==> src/rtl/warp_lsu_pkg.sv <==
// Shared types and constants for the warp load/store unit.
// Address width is narrower than the data word, so addresses are truncated operands.
package warp_lsu_pkg;

  localparam int unsigned THREADS_PER_WARP_DEFAULT = 4;
  localparam int unsigned DATA_BITS                = 16;
  localparam int unsigned DATA_MEM_ADDR_BITS       = 8;

  typedef logic [DATA_BITS-1:0]          data_t;
  typedef logic [DATA_MEM_ADDR_BITS-1:0] data_memory_address_t;

  typedef enum logic [2:0] {
    WARP_IDLE,
    WARP_FETCH,
    WARP_DECODE,
    WARP_REQUEST,
    WARP_WAIT,
    WARP_EXECUTE,
    WARP_UPDATE,
    WARP_DONE
  } warp_state_t;

  typedef enum logic [1:0] {
    LSU_IDLE,
    LSU_REQUESTING,
    LSU_WAITING,
    LSU_DONE
  } lsu_state_t;

  function automatic data_memory_address_t to_mem_address(input data_t operand);
    return data_memory_address_t'(operand);
  endfunction

endpackage

==> src/rtl/warp_lsu_lane_select.sv <==
// Lowest-set-bit selector: picks the lowest-index pending lane.
module lane_select #(
  parameter int unsigned WIDTH   = 4,
  parameter int unsigned INDEX_W = (WIDTH > 1) ? $clog2(WIDTH) : 1
) (
  input  logic [WIDTH-1:0]   mask,
  output logic [INDEX_W-1:0] index,
  output logic               any_valid
);

  // Scan from the top down so the lowest set bit is the last to write.
  always_comb begin
    index     = '0;
    any_valid = 1'b0;
    for (int unsigned i = WIDTH; i > 0; i--) begin
      if (mask[i-1]) begin
        index     = INDEX_W'(i - 1);
        any_valid = 1'b1;
      end
    end
  end

endmodule

==> src/rtl/warp_lsu.sv <==
// Warp load/store unit: serialises per-lane memory requests, lowest lane first,
// optionally broadcasting one load response to every lane sharing its address.
module warp_lsu
  import warp_lsu_pkg::*;
#(
  parameter int unsigned THREADS_PER_WARP = THREADS_PER_WARP_DEFAULT,
  parameter bit          COALESCE_LOADS   = 1'b1
) (
  input  logic                        clk,
  input  logic                        reset,
  input  logic                        enable,
  input  warp_state_t                 warp_state,
  input  logic                        decoded_mem_read_enable,
  input  logic                        decoded_mem_write_enable,
  input  logic [THREADS_PER_WARP-1:0] thread_mask,
  input  data_t                       rs1 [THREADS_PER_WARP],
  input  data_t                       rs2 [THREADS_PER_WARP],
  output logic                        mem_read_valid,
  output data_memory_address_t        mem_read_address,
  input  logic                        mem_read_ready,
  input  data_t                       mem_read_data,
  output logic                        mem_write_valid,
  output data_memory_address_t        mem_write_address,
  output data_t                       mem_write_data,
  input  logic                        mem_write_ready,
  output lsu_state_t                  lsu_state,
  output data_t                       lsu_out [THREADS_PER_WARP]
);

  localparam int unsigned LANE_W = (THREADS_PER_WARP > 1) ? $clog2(THREADS_PER_WARP) : 1;

  lsu_state_t                  state_next;
  logic [THREADS_PER_WARP-1:0] pending, pending_next;
  logic                        op_load, op_load_next;
  logic [LANE_W-1:0]           lane, lane_next;
  logic [LANE_W-1:0]           sel_lane;
  logic                        sel_any;
  logic                        read_valid_next, write_valid_next;
  data_memory_address_t        read_address_next, write_address_next;
  data_t                       write_data_next;
  data_t                       lsu_out_next [THREADS_PER_WARP];
  logic                        acked;

  lane_select #(
    .WIDTH   (THREADS_PER_WARP),
    .INDEX_W (LANE_W)
  ) u_lane_select (
    .mask      (pending),
    .index     (sel_lane),
    .any_valid (sel_any)
  );

  assign acked = op_load ? mem_read_ready : mem_write_ready;

  always_comb begin
    state_next         = lsu_state;
    pending_next       = pending;
    op_load_next       = op_load;
    lane_next          = lane;
    read_valid_next    = mem_read_valid;
    read_address_next  = mem_read_address;
    write_valid_next   = mem_write_valid;
    write_address_next = mem_write_address;
    write_data_next    = mem_write_data;
    lsu_out_next       = lsu_out;

    case (lsu_state)
      LSU_IDLE: begin
        if ((decoded_mem_read_enable || decoded_mem_write_enable) && warp_state == WARP_REQUEST) begin
          pending_next = thread_mask;
          op_load_next = decoded_mem_read_enable;
          state_next   = LSU_REQUESTING;
        end
      end
      LSU_REQUESTING: begin
        if (!sel_any) begin
          state_next = LSU_DONE;
        end else begin
          lane_next  = sel_lane;
          state_next = LSU_WAITING;
          if (op_load) begin
            read_valid_next   = 1'b1;
            read_address_next = to_mem_address(rs1[sel_lane]);
          end else begin
            write_valid_next   = 1'b1;
            write_address_next = to_mem_address(rs1[sel_lane]);
            write_data_next    = rs2[sel_lane];
          end
        end
      end
      LSU_WAITING: begin
        if (acked) begin
          read_valid_next  = 1'b0;
          write_valid_next = 1'b0;
          state_next       = LSU_REQUESTING;
          // Coalescing compares full operands, not truncated addresses.
          for (int unsigned i = 0; i < THREADS_PER_WARP; i++) begin
            if (pending[i] && (LANE_W'(i) == lane ||
                (COALESCE_LOADS && op_load && rs1[i] == rs1[lane]))) begin
              pending_next[i] = 1'b0;
              if (op_load) lsu_out_next[i] = mem_read_data;
            end
          end
        end
      end
      LSU_DONE: begin
        if (warp_state == WARP_UPDATE) state_next = LSU_IDLE;
      end
      default: state_next = LSU_IDLE;
    endcase
  end

  always_ff @(posedge clk) begin
    if (reset) begin
      lsu_state         <= LSU_IDLE;
      pending           <= '0;
      op_load           <= 1'b0;
      lane              <= '0;
      mem_read_valid    <= 1'b0;
      mem_read_address  <= '0;
      mem_write_valid   <= 1'b0;
      mem_write_address <= '0;
      mem_write_data    <= '0;
      for (int unsigned i = 0; i < THREADS_PER_WARP; i++) lsu_out[i] <= '0;
    end else if (enable) begin
      lsu_state         <= state_next;
      pending           <= pending_next;
      op_load           <= op_load_next;
      lane              <= lane_next;
      mem_read_valid    <= read_valid_next;
      mem_read_address  <= read_address_next;
      mem_write_valid   <= write_valid_next;
      mem_write_address <= write_address_next;
      mem_write_data    <= write_data_next;
      lsu_out           <= lsu_out_next;
    end
  end

endmodule

==> config.mk <==
export PLATFORM = sky130hd
export DESIGN_NAME = warp_lsu
export DESIGN_NICKNAME = d
export VERILOG_FILES = /design/src/rtl/warp_lsu_pkg.sv /design/src/rtl/warp_lsu_lane_select.sv /design/src/rtl/warp_lsu.sv
export SDC_FILE = /design/constraint.sdc
export NUM_CORES = 1
export LEC_CHECK = 0
export BUFFER_PORTS_ARGS = -buffer_cell sky130_fd_sc_hd__buf_2
export CORE_AREA = 4 4 158 160
export CTS_BUF_LIST = sky130_fd_sc_hd__clkbuf_4 sky130_fd_sc_hd__clkbuf_8
export DETAILED_ROUTE_END_ITERATION = 16
export DIE_AREA = 0 0 162 164
export GPL_ROUTABILITY_DRIVEN = 0
export SLEW_MARGIN = 20
export SYNTH_ARGS = -nofsm -noshare
export SYNTH_HDL_FRONTEND = slang
export SYNTH_SLANG_ARGS = --single-unit
==> constraint.sdc <==
create_clock -name clk -period 2.6 [get_ports clk]
set_clock_uncertainty 0.2 [all_clocks]
set_input_delay 0.26 -clock clk [delete_from_list [all_inputs] [get_ports clk]]
set_output_delay 0.26 -clock clk [all_outputs]
set_load 0.05 [all_outputs]
==> results of run 1 <==
==> metrics by stage <==
stage | total power, W | setup WS [ns] | cells | setup TNS (ns) | cell area (sq um)
2_1_floorplan | 0.00215 | 0.00199 | 777 | 0 | 6960
3_3_place_gp | 0.00256 | -0.274 | 1396 | -13.82 | 9220
3_5_place_dp | 0.00257 | -0.353 | 1396 | -16.97 | 9220
4_1_cts | 0.00364 | -0.0988 | 1433 | -4.84 | 9700
5_1_grt | 0.00378 | -0.267 | 1436 | -13.33 | 9750
6_report | 0.00361 | -0.167 | 1436 | -5.82 | 9750
==> power by group <==
part / total, W / internal [W] / switching, W
logic: 0.000910 / 0.000424 / 0.000486
clock network: 0.00104 / 0.000384 / 0.000657
registers: 0.00166 / 0.00165 / 0.0000120
total: 0.00361 / 0.00245 / 0.00115
==> cell type report <==
| type | count | share of cell area, % |
|---|---|---|
| clock inverters | 7 | 0.821 |
| diodes | 2 | 0.0513 |
| flip-flops and latches | 107 | 22.0 |
| inverters | 15 | 0.577 |
| well taps | 319 | 4.09 |
| clock buffers | 9 | 1.27 |
| multi-input cells | 598 | 46.7 |
| repair buffers | 379 | 24.4 |
==> how the worst max path moves through the flow <==
stage,end,depth (start not counted),slack (ns),from
floorplan,lsu_out[38],10,0.002,rs1[12]
global placement,lsu_out[7],9,-0.27,lane[0]
detailed placement,lsu_out[62],10,-0.35,rs1[37]
CTS,lsu_out[13],10,-0.1,lane[0]
global route,lsu_out[61],9,-0.27,lane[0]
finish,lsu_out[46],8,-0.17,lane[0]
==> registers in the layout, indices dropped and copies added, names as in the netlist <==
signal	flops
mem_read_address	8
lsu_out	64
lsu_state	2
lane	2
mem_read_valid	1
mem_write_valid	1
pending	4
mem_write_address	8
mem_write_data	16
op_load	1
==> Yosys cell counts (3+ instances only) <==
master and n:
a2111oi_0 4, a21oi_1 56, a22oi_1 7, a31oi_1 4, a41oi_1 3, and3_1 3
buf_2 11, buf_6 6, clkbuf_1 37, dfxtp_1 107, inv_1 13, mux2_2 3
mux2i_1 97, mux2i_2 4, mux4_2 24, nand2_1 155, nand2b_1 15, nand3_1 10
nand4_1 7, nor2_1 23, nor2b_1 13, nor3_1 11, nor4_1 5, o211ai_1 7
o21ai_0 10, o22ai_1 5, o31ai_1 8, xnor2_1 50, xor2_1 33
==> worst max-delay path, stage by stage, from the launching register on <==
cell,delay (ns)
dfxtp_4,0.46
mux2i_4,0.30
xor2_1,0.22
o21ai_2,0.12
o41ai_4,0.43
a41oi_2,0.20
or3_4,0.43
buf_12,0.17
mux2i_1,0.12
==> per-layer routing <==
metal	GRT usage [%]	vias to the layer above	routed length, um
li1	-	3416	-
met1	25.3	3345	11500
met2	30.7	290	12200
met3	3.59	45	1700
met4	7.34	0	760
met5	0	-	0
==> timing repair <==
item	in CTS	in global routing
gates resized for setup	19	7
endpoints found under the setup margin	66	66
setup buffers	8	1
gates cloned	1	0
pin swaps	7	2
endpoints found under the hold margin	24	0
hold buffers	12	0
==> kinds of logic after synthesis <==
group | after synthesis | share of synthesized area, %
AO/OA/AOI/OAI | 132 | 13.2
multiplexers | 130 | 23.7
XOR/XNOR | 83 | 10.5
AND/OR/NAND/NOR | 253 | 16.5
flip-flops | 107 | 30.9
buffers and inverters | 72 | 5.20
==> impl_metrics.json, run 1 <==
{
  "root_buffer": "clkbuf_8",
  "io_buffers": 257,
  "synth_seq_cells": 107,
  "vias_per_cell": 4.94,
  "utilization_pct": 41.7,
  "ff2ff_path_depth": 8,
  "status": "complete, but fails checks",
  "crit-reg2reg-capture": "lsu_out[46]",
  "fin_nets": 1268,
  "drtAntennaViolNets": 0,
  "synthToLayoutAreaGrowth_pct": 40.6,
  "drtIter0Drc": 532,
  "syn_avg_cell_area_sq_um": 8.92,
  "worstPathRequired_ns": 2.67,
  "clkSlewWorstSetupHoldPaths_ns": 0.11,
  "ff2ff_setup_slack_ns": -0.17,
  "hold_start": "mem_read_data[3]",
  "slew_headroom_pct": 62.8,
  "die_w_um": 162,
  "start_util_pct": 29.6,
  "finalSetupViolations": 65,
  "cap_violations": 0,
  "post-route-drc-count": 0,
  "timing.rr.start": "lane[0]",
  "final_max_slew_viol_count": 0,
  "dr_total_vias": 7096,
  "regArea_sq_mm": 0.00215,
  "synth_cell_type_count": 66,
  "async_reset_ff_share_pct": 0,
  "rows": 56,
  "whs_path_depth": 3,
  "multi_input_area_sq_mm": 0.00456,
  "cts_inserted_buffers": 9,
  "core_sq_mm": 0.0234,
  "arrival_ns": 2.83,
  "fillers": 2398,
  "cp-end-kind": "register",
  "synth_cells": 777,
  "setup_ws_ns": -0.167,
  "grt_usage_pct": 19.0,
  "finalHoldViolCount": 0,
  "powerDensity_mw_per_mm2": 370,
  "crit_type": "register to register",
  "synth_warnings": 0,
  "seq_area_frac_synth_pct": 30.9,
  "period_needed_ns": 2.77,
  "final_common_cell": "buf_2",
  "worstHoldPathType": "primary input to register",
  "leakage_nw": 4.42,
  "violations": "setup timing",
  "period_share_pct": 106,
  "crit_path_max_fanout": 16,
  "synth_area_leader_cell": "dfxtp_1",
  "clk_latency_ns": 0.37,
  "grt_max_degree": 44,
  "die-area_sq_mm": 0.0266,
  "dr.pass1.iters": 5,
  "grt_pass1_vias": 7078,
  "overflow": 0,
  "cts_tree": "built",
  "whs_endpoint": "lsu_out[3]",
  "fmaxAchievable_mhz": 361,
  "die_height_um": 164,
  "most-common-layout-cells": "buf_2, nand2_1, dfxtp_1, buf_4, mux2i_1",
  "mappedNetlistArea_sq_mm": 0.00693,
  "antenna_found_initial": 2,
  "wire_per_inst_um": 18.2,
  "wl_um": 26100,
  "synth_top_cell_area_share_pct": 30.9,
  "synth_edf_count": 0,
  "cp-start-kind": "register",
  "drive_above_1_share_pct": 40.3,
  "worst_slew_pin_slew_ns": 0.553,
  "post-dp-hpwl_um": 20400,
  "ir_worst_vdd_mv": 0.367,
  "ios": 258,
  "ys.flop_type": "dfxtp_1",
  "synth_nets": 935,
  "worst_hold_slack_ns": 0.0201,
  "cts_sinks": 107,
  "htreeDepth": 3,
  "ys_top_cells_by_area": "dfxtp_1, mux2i_1, nand2_1",
  "grt_pass1_wl_um": 39700,
  "rsz0062_at_grt": "true",
  "clk_path_buf_depth": 2
}
Note: power is estimated with default switching activity, not from simulation.
==> run 2: changes to the inputs <==
--- a/config.mk
+++ b/config.mk
@@ -10,2 +10,3 @@
 export CTS_BUF_LIST = sky130_fd_sc_hd__clkbuf_4 sky130_fd_sc_hd__clkbuf_8
+export CTS_CLUSTER_SIZE = 25
 export DETAILED_ROUTE_END_ITERATION = 16
==> constraint.sdc (replaced) <==
create_clock -name clk -period 3.4 [get_ports clk]
set_clock_uncertainty 0.2 [all_clocks]
set_input_delay 0.68 -clock clk [delete_from_list [all_inputs] [get_ports clk]]
set_output_delay 0.68 -clock clk [all_outputs]
set_load 0.05 [all_outputs]
==> run 2 against run 1 <==
Against the previous run: the flow now finishes without violations; hold slack improved by 0.24 ns; count of clock-buffer cells in the layout unchanged; sequential power fell by 23%; cell count down 6.8%; clock power decreased by 22%; die area unchanged; register-to-register slack better by 0.35 ns; design area decreased by 9.8%; routed wire length is 8.4% lower; combinational power down 35%; largest power group unchanged; highest routed layer unchanged.
==> impl_metrics.json, run 2 (synthesis results as in run 1) <==
{
  "cts_tree": "built",
  "cpPeakStageDelay_ns": 0.75,
  "clkSlewWorstSetupHoldPaths_ns": 0.11,
  "wire_per_inst_um": 17.8,
  "whs_path_depth": 2,
  "io_buffers": 257,
  "finalSetupTns_ns": 0,
  "pre_cts_ws_ns": 0.247,
  "crit_type": "register to register",
  "wl_um": 23900,
  "cp-start-kind": "register",
  "rsz0062_at_grt": "false",
  "final_common_cell": "buf_2",
  "leakage_nw": 3.90,
  "die-area_sq_mm": 0.0266,
  "most-common-layout-cells": "buf_2, nand2_1, dfxtp_1, mux2i_1, a21oi_1",
  "period_share_pct": 94.5,
  "clk_path_buf_depth": 2,
  "cts_hold_buf": 0,
  "core_sq_mm": 0.0234,
  "rows": 56,
  "clk_latency_ns": 0.38,
  "ir_worst_vdd_mv": 0.173,
  "hold_start": "mem_write_data[1]",
  "drive_above_1_share_pct": 33.9,
  "drtAntennaViolNets": 0,
  "worst_slew_pin_slew_ns": 0.613,
  "ios": 258,
  "worstPathRequired_ns": 3.46,
  "cap_violations": 0,
  "root_buffer": "clkbuf_8",
  "slew_headroom_pct": 58.6,
  "finalHoldViolCount": 0,
  "post-dp-hpwl_um": 18900,
  "grt_usage_pct": 17.3,
  "start_util_pct": 29.6,
  "path_depth": 9,
  "antenna_found_initial": 2,
  "crit_start": "lane[1]",
  "critPathSlowestCell": "dfxtp_2",
  "dr.pass1.iters": 5,
  "cts_inserted_buffers": 9,
  "reg_top3": "lsu_out: 64 flops, mem_write_data: 16 flops",
  "cp-end-kind": "register",
  "worstHoldPathType": "register to register",
  "ff2ff_path_depth": 9,
  "crit_buf_inv": 2,
  "status": "completed",
  "vias_per_cell": 5.01,
  "grt_pass1_vias": 6330,
  "cp_cell_sequence": "buf_4 -> mux2i_1 -> xnor2_1 -> o21ai_0 -> o211ai_1 -> nor4b_2 -> a311oi_4 -> buf_4 -> mux2i_1",
  "finalSetupViolations": 0,
  "htreeDepth": 3,
  "timing.rr.start": "lane[1]",
  "final_max_slew_viol_count": 0,
  "crit_path_max_fanout": 23,
  "dr_total_vias": 6703,
  "fmaxAchievable_mhz": 311,
  "worst_hold_slack_ns": 0.256,
  "overflow": 0,
  "powerDensity_mw_per_mm2": 304,
  "fin_nets": 1171,
  "cts-resized-gates": 0,
  "die_height_um": 164,
  "setup_ws_ns": 0.186,
  "arrival_ns": 3.28,
  "crit_family": "flip-flops",
  "die_w_um": 162,
  "postCtsSetupBuffers": 0,
  "grt_pass1_wl_um": 35900,
  "largest-register": "lsu_out",
  "synthToLayoutAreaGrowth_pct": 26.9,
  "grt_max_degree": 83,
  "cts_sinks": 107,
  "largest_reg_flops": 64,
  "period_needed_ns": 3.21,
  "utilization_pct": 37.6,
  "drtIter0Drc": 577,
  "post-route-drc-count": 0
}
## run 2: changes by cell type in the layout (fill, tap and decap cells not counted), sizes merged
cell and delta:
buf -84, dlygate4sd3 -12, bufbuf -1, inv +1, clkinvlp -1
## run 2: stage by stage
step           power, W  cell area (sq um)  cells
6_report        0.00267               8790   1339
5_1_grt         0.00280               8790   1339
4_1_cts         0.00271               8790   1337
3_5_place_dp    0.00189               8580   1321
3_3_place_gp    0.00189               8580   1321
2_1_floorplan   0.00164               6930    777
## run 2: worst min-delay path, stage by stage, from the launching register on
cell     delay, ns
dfxtp_1       0.32
nand2_1       0.05
a21oi_1       0.05
## run 2: worst paths after layout
path | slack (ns) | endpoint
setup / recovery | 0.19 | lsu_out[11]
setup reg to reg | 0.19 | lsu_out[11]
hold / removal | 0.26 | mem_write_data[1]
hold reg to reg | 0.26 | mem_write_data[1]
## run 2: layer usage
metal  part of all wire [%]  global-route usage, %  vias to the layer above  wire (um)
li1                       -                      -                     3219          -
met1                     43                   23.5                     3173      10300
met2                     47                   27.7                      265      11200
met3                    6.8                   2.48                       46       1630
met4                    2.9                   6.88                        0        690
met5                      0                      0                        -          0
## run 2: area by class of cell
| type | count | area (sq um) |
|---|---|---|
| Timing Repair Buffer | 282 | 1540 |
| Clock inverter | 7 | 86.3 |
| Inverter | 15 | 56.3 |
| Antenna cell | 2 | 5.00 |
| Multi-Input combinational cell | 598 | 4440 |
| Sequential cell | 107 | 2140 |
| Tap cell | 319 | 399 |
| Fill cell | 2502 | 14600 |
| Clock buffer | 9 | 124 |
## run 2: power breakdown
part           switching (W)  internal (W)  leakage [nW]  total (W)
Sequential         0.0000106       0.00126         0.863    0.00127
Combinational       0.000337      0.000258          2.93   0.000595
Clock               0.000506      0.000301         0.105   0.000807
